### src/rtl/wormhole_oc_arbiter_if.sv
// rtl/wormhole_oc_arbiter_if.sv - output-port allocator signal bundle
interface wormhole_oc_arbiter_if #(
    parameter int IN_N      = 5,
    parameter int BUF_DEPTH = 4
);
    localparam int CRED_W = $clog2(BUF_DEPTH + 1);

    logic [IN_N-1:0]   req_i;
    logic [IN_N-1:0]   flit_vld_i;
    logic [IN_N-1:0]   flit_is_tail_i;
    logic              credit_ret_i;
    logic [IN_N-1:0]   grant_o;
    logic [IN_N-1:0]   ic_pop_o;
    logic              oc_vld_o;
    logic [CRED_W-1:0] credits_o;
    logic              credit_err_o;

    modport master (
        input  req_i, flit_vld_i, flit_is_tail_i, credit_ret_i,
        output grant_o, ic_pop_o, oc_vld_o, credits_o, credit_err_o
    );

    modport slave (
        output req_i, flit_vld_i, flit_is_tail_i, credit_ret_i,
        input  grant_o, ic_pop_o, oc_vld_o, credits_o, credit_err_o
    );
endinterface

### src/rtl/wormhole_oc_arbiter.sv
// rtl/wormhole_oc_arbiter.sv - round-robin wormhole allocator with downstream credits
module wormhole_oc_arbiter #(
    parameter int IN_N      = 5,
    parameter int BUF_DEPTH = 4
) (
    input  logic                  clk_i,
    input  logic                  rst_i,
    wormhole_oc_arbiter_if.master bus
);
    localparam int CRED_W = $clog2(BUF_DEPTH + 1);
    localparam int PTR_W  = (IN_N > 1) ? $clog2(IN_N) : 1;

    typedef enum logic {
        IDLE,
        LOCKED
    } state_t;

    state_t            state_q, state_d;
    logic [IN_N-1:0]   grant_q, grant_d;
    logic [PTR_W-1:0]  ptr_q, ptr_d;
    logic [CRED_W-1:0] credits_q, credits_d;
    logic              err_q, err_d;

    logic              owner_vld;
    logic              owner_tail;
    logic              xfer;
    logic              found;
    logic [PTR_W-1:0]  winner;

    always_comb begin
        owner_vld  = |(grant_q & bus.flit_vld_i);
        owner_tail = |(grant_q & bus.flit_is_tail_i);
        xfer       = (state_q == LOCKED) && owner_vld && (credits_q != '0);
    end

    // Search starts at ptr and wraps, so the last winner has lowest priority.
    always_comb begin
        found  = 1'b0;
        winner = '0;
        for (int k = 0; k < IN_N; k++) begin
            int idx;
            idx = int'(ptr_q) + k;
            if (idx >= IN_N) begin
                idx = idx - IN_N;
            end
            if (!found && bus.req_i[idx]) begin
                found  = 1'b1;
                winner = PTR_W'(idx);
            end
        end
    end

    always_comb begin
        state_d = state_q;
        grant_d = grant_q;
        ptr_d   = ptr_q;
        case (state_q)
            IDLE: begin
                grant_d = '0;
                if (found) begin
                    state_d = LOCKED;
                    grant_d = IN_N'(1) << winner;
                    ptr_d   = (winner == PTR_W'(IN_N - 1)) ? '0 : winner + PTR_W'(1);
                end
            end
            LOCKED: begin
                if (xfer && owner_tail) begin
                    state_d = IDLE;
                    grant_d = '0;
                end
            end
            default: begin
                state_d = IDLE;
                grant_d = '0;
            end
        endcase
    end

    // A return with a transfer in the same cycle cancels out; a surplus return saturates.
    always_comb begin
        credits_d = credits_q;
        err_d     = err_q;
        if (xfer && !bus.credit_ret_i) begin
            credits_d = credits_q - CRED_W'(1);
        end else if (!xfer && bus.credit_ret_i) begin
            if (credits_q == CRED_W'(BUF_DEPTH)) begin
                err_d = 1'b1;
            end else begin
                credits_d = credits_q + CRED_W'(1);
            end
        end
    end

    always_ff @(posedge clk_i) begin
        if (rst_i) begin
            state_q   <= IDLE;
            grant_q   <= '0;
            ptr_q     <= '0;
            credits_q <= CRED_W'(BUF_DEPTH);
            err_q     <= 1'b0;
        end else begin
            state_q   <= state_d;
            grant_q   <= grant_d;
            ptr_q     <= ptr_d;
            credits_q <= credits_d;
            err_q     <= err_d;
        end
    end

    assign bus.grant_o      = grant_q;
    assign bus.ic_pop_o     = grant_q & {IN_N{xfer}};
    assign bus.oc_vld_o     = xfer;
    assign bus.credits_o    = credits_q;
    assign bus.credit_err_o = err_q;
endmodule

### src/flat_wrapper.sv
// flat-port wrapper written by rule: the top's interface ports become plain ports
module wormhole_oc_arbiter_flat 
#(
    parameter int IN_N      = 5,
    parameter int BUF_DEPTH = 4
)
  (clk_i, rst_i, bus_req_i, bus_flit_vld_i, bus_flit_is_tail_i, bus_credit_ret_i, bus_grant_o, bus_ic_pop_o, bus_oc_vld_o, bus_credits_o, bus_credit_err_o);
  wormhole_oc_arbiter_if #(.IN_N(IN_N), .BUF_DEPTH(BUF_DEPTH)) bus_i ();
  input  logic clk_i;
  input  logic rst_i;
  input wire logic [$bits(bus_i.req_i)-1:0] bus_req_i;
  input wire logic [$bits(bus_i.flit_vld_i)-1:0] bus_flit_vld_i;
  input wire logic [$bits(bus_i.flit_is_tail_i)-1:0] bus_flit_is_tail_i;
  input wire logic [$bits(bus_i.credit_ret_i)-1:0] bus_credit_ret_i;
  output wire logic [$bits(bus_i.grant_o)-1:0] bus_grant_o;
  output wire logic [$bits(bus_i.ic_pop_o)-1:0] bus_ic_pop_o;
  output wire logic [$bits(bus_i.oc_vld_o)-1:0] bus_oc_vld_o;
  output wire logic [$bits(bus_i.credits_o)-1:0] bus_credits_o;
  output wire logic [$bits(bus_i.credit_err_o)-1:0] bus_credit_err_o;
  assign bus_i.req_i = bus_req_i;
  assign bus_i.flit_vld_i = bus_flit_vld_i;
  assign bus_i.flit_is_tail_i = bus_flit_is_tail_i;
  assign bus_i.credit_ret_i = bus_credit_ret_i;
  assign bus_grant_o = bus_i.grant_o;
  assign bus_ic_pop_o = bus_i.ic_pop_o;
  assign bus_oc_vld_o = bus_i.oc_vld_o;
  assign bus_credits_o = bus_i.credits_o;
  assign bus_credit_err_o = bus_i.credit_err_o;
  wormhole_oc_arbiter #(.IN_N(IN_N), .BUF_DEPTH(BUF_DEPTH)) u_core (.clk_i(clk_i), .rst_i(rst_i), .bus(bus_i));
endmodule
### config.mk
export PLATFORM = sky130hd
export DESIGN_NAME = wormhole_oc_arbiter_flat
export DESIGN_NICKNAME = d
export VERILOG_FILES = /design/src/rtl/wormhole_oc_arbiter_if.sv /design/src/rtl/wormhole_oc_arbiter.sv /design/src/flat_wrapper.sv
export SDC_FILE = /design/constraint.sdc
export NUM_CORES = 1
export LEC_CHECK = 0
export BUFFER_PORTS_ARGS = -buffer_cell sky130_fd_sc_hd__buf_2
export CAP_MARGIN = 20
export CORE_MARGIN = 4
export CORE_UTILIZATION = 57
export CTS_CLUSTER_DIAMETER = 30
export CTS_CLUSTER_SIZE = 40
export DETAILED_ROUTE_END_ITERATION = 16
export GPL_ROUTABILITY_DRIVEN = 1
export GPL_TIMING_DRIVEN = 0
export HOLD_SLACK_MARGIN = 0.08
export PLACE_DENSITY = 0.81
export SYNTH_ARGS = -nofsm -noshare
export SYNTH_HDL_FRONTEND = slang
export SYNTH_SLANG_ARGS = --single-unit
export TNS_END_PERCENT = 100
### constraint.sdc
create_clock -name clk_i -period 4.66 [get_ports clk_i]
set_input_delay 0.233 -clock clk_i [delete_from_list [all_inputs] [get_ports clk_i]]
set_output_delay 0.233 -clock clk_i [all_outputs]
set_load 0.05 [all_outputs]
==> run_results.csv <==
group,metric,value,unit
outcome,status,"completed",
sta,setup_viol,0,
synth,synth.distinct_cells,60,
sta,tns,0,ps
worst_setup_path,path_max_fanout,9,
synth,syn_inst,232,
final_layout,fillers,276,
sta,relSlewSlack,51.79,%
sta,max_freq,233.3,MHz
final_layout,drive_above_1_share,20.97,%
worst_setup_path,start_kind,"flip-flop",
sta,fin_crit_sh,91.99,%
sta,hold_violations,0,
clock_tree,clkLatencyLatePin,290,ps
worst_setup_path,path_class,"flip-flop to flip-flop",
die,die_area,0.004149,sq mm
pwr,vdd_ir_drop_max,0.0003538,V
synth,synth_common_cells,"a21oi_1, inv_1, nand2_1",
clock_tree,root_buffer,"clkbuf_4",
hold_path,hp-class,"input port to flip-flop",
die,core_area,0.003053,sq mm
worst_setup_path,arrival,4510,ps
die,initial_core_util,59.43,%
route,drtIter0Drc,110,
clock_tree,path_clk_slew,100,ps
placed_design,dp_hpwl,3.610,mm
route,avgViaCountPerCell,5.987,
synth,ys_warn_count,0,
clock_tree,cts_buffers,3,
clock_tree,h-tree-depth,1,
clock_tree,cts_buffer_depth,2,
clock_tree,cts_tree,"built",
placed_design,gp_congestion,0.8700,
synth,synthArstFlopShare,0,%
worst_setup_path,endpoint_kind,"flip-flop",
grt,grt_antenna_before_repair,0,
synth,synth_area,0.001814,sq mm
route,drt-wirelength-per-cell,14.59,microns
sta,slew_violations,0,
sta,skew,7.933,ps
grt,grt_pass1_vias,1694,
route,ant_nets,0,
sta,rsz0062_at_grt,"no",
final_layout,synthToLayoutAreaGrowth,13.31,%
pwr,leakagePower,0.0009481,uW
route,postRouteWirelength,4.538,mm
grt,grt_pass1_wl,7.783,mm
worst_setup_path,required,4880,ps
job,drv_cap,0,
synth,synth.net_count,268,
grt,grt_usage,23.02,%
pwr,finalPower,1699,uW
die,rows,20,
route,first_pass_iters,5,
die,die_h,64.42,microns
clock_tree,cts_sinks,13,
synth,synth_area_leaders,"dfxtp_1, ha_1, mux2i_1, a21oi_1, inv_1",
synth,synth_top_area_cell,"dfxtp_1",
grt,grt_max_degree,11,
route,routed-via-count,1862,
synth,syn_avg_cell_area,7.820,sq um
sta,min_period,4287,ps
synth,ys_ff_latch,13,
final_layout,final_area,0.002056,sq mm
sta,worst_slew_pin_slew,713.2,ps
synth,synth-main-ff-cell,"dfxtp_1",
placed_design,place_area,0.002024,sq mm
grt,overflow,0,
synth,synth_edf_count,0,
synth,synth_seq_area_share,14.34,%
die,die_x,64.42,microns
final_layout,fin_nets,304,
route,drcViolationCount,0,
die,io_pins,33,
synth,synth_top_area_share,14.34,%
pwr,p_per_area,826.6,mW/mm^2
final_layout,insertedDiodeCount,0,
placed_design,io_buffer_count,31,
-- cell usage in the layout (no fill, tap or decap), types with 3 or more instances in the layout --
cell type | synthesis | routed
nand3_1 | 3 | 3
nand3b_1 | 3 | 3
inv_1 | 19 | 19
nor2b_1 | 4 | 4
nand2_1 | 17 | 17
a21o_1 | 3 | 3
ha_1 | 16 | 15
o21ai_0 | 7 | 7
clkbuf_4 | 0 | 3
nor4b_1 | 3 | 3
xnor2_1 | 3 | 3
o31ai_1 | 4 | 4
dfxtp_1 | 13 | 13
o21a_1 | 3 | 3
buf_2 | 2 | 33
and2_1 | 9 | 9
a211o_1 | 3 | 3
clkbuf_1 | 4 | 3
nand2b_1 | 4 | 4
and3_1 | 3 | 3
nor3_1 | 11 | 11
a22o_1 | 5 | 5
nor2_1 | 16 | 16
mux2i_1 | 10 | 10
o22ai_1 | 3 | 3
a21oi_1 | 19 | 19
-- per-layer routing --
layer / routed length [microns] / share of wire [%] / global-route usage, % / vias up
met2: 2078 / 46 / 36.98 / 66
met3: 234 / 5.2 / 3.293 / 4
met5: 0 / 0 / 0 / -
met4: 22 / 0.48 / 3.694 / 0
met1: 2202 / 49 / 33.19 / 877
li1: - / - / - / 915
-- logic make-up (layout without fill, tap and decap cells) --
kind of cell               Yosys count  in the layout  share of synthesized area [%]
AOI/OAI and AO/OA                   69             69                          29.45
xor gates and xnor gates             4              4                          1.931
adders and majority gates           18             18                          13.24
buffers and inverters               28             63                          6.344
DFF                                 13             13                          14.34
muxes                               13             13                          8.000
and+or+nand+nor                     87             87                          26.69
-- registers in the layout (all words and copies together), names as in the netlist --
register,flops
u_core.bus.grant_o,5
u_core.bus.credits_o,3
u_core.ptr_q,3
u_core.bus.credit_err_o,1
u_core.state_q,1
-- worst paths after layout --
kind         cells past startpoint                    start  slack (ps)                       to
max                             15          u_core.ptr_q[0]         370          u_core.ptr_q[2]
min                              4         bus_credit_ret_i         310  u_core.bus.credit_err_o
max reg2reg                     15          u_core.ptr_q[0]         370          u_core.ptr_q[2]
min reg2reg                      2  u_core.bus.credit_err_o         480  u_core.bus.credit_err_o
-- metrics by stage --
| step | hold WS (ps) | utilization (%) | cells | setup slack, ps |
|---|---|---|---|---|
| after floorplan | 472.3 | - | 232 | 860.0 |
| after global placement | 453.3 | 66.31 | 307 | 250.0 |
| after detailed placement | 463.9 | 66.31 | 307 | 207.6 |
| after CTS | 311.8 | 67.21 | 311 | 173.3 |
| after global routing | 359.5 | 67.34 | 311 | 40.26 |
| final | 313.0 | 67.34 | 311 | 373.4 |
-- where the power goes --
group	leakage, uW	total [uW]	internal, uW	switching (uW)
registers	0.000106	175	142	33.1
logic	0.000824	1450	582	868
clock network	0.0000177	74.8	31.9	43.0
total	0.000948	1700	756	944
-- area by class of cell --
class	instances	area (sq um)	share of cell area [%]
Buffer	8	41.29	2.009
Clock buffer	3	22.52	1.096
Clock inverter	1	5.005	0.2435
Inverter	20	75.07	3.652
Multi-Input combinational cell	191	1441	70.12
Sequential cell	13	260.3	12.66
Tap cell	44	55.05	2.678
Timing Repair Buffer	31	155.1	7.547
-- worst max-delay path, stage by stage, from the launching register on --
cell,delay (ps)
dfxtp_1,400
buf_4,180
clkinv_1,250
ha_1,350
ha_2,450
a21boi_4,100
and3_1,190
or3_4,370
o41ai_4,380
and2_1,240
nand2_1,60
o311a_1,310
o21a_1,210
ha_1,220
a211oi_1,310
a22o_1,190
-- repair_timing --
item,CTS,global route
setup buffers,0,0
hold buffers,0,0
gates resized for setup,0,3
hold endpoints to repair,0,0
endpoints found under the setup margin,0,4
(Power assumes the default switching activity.)
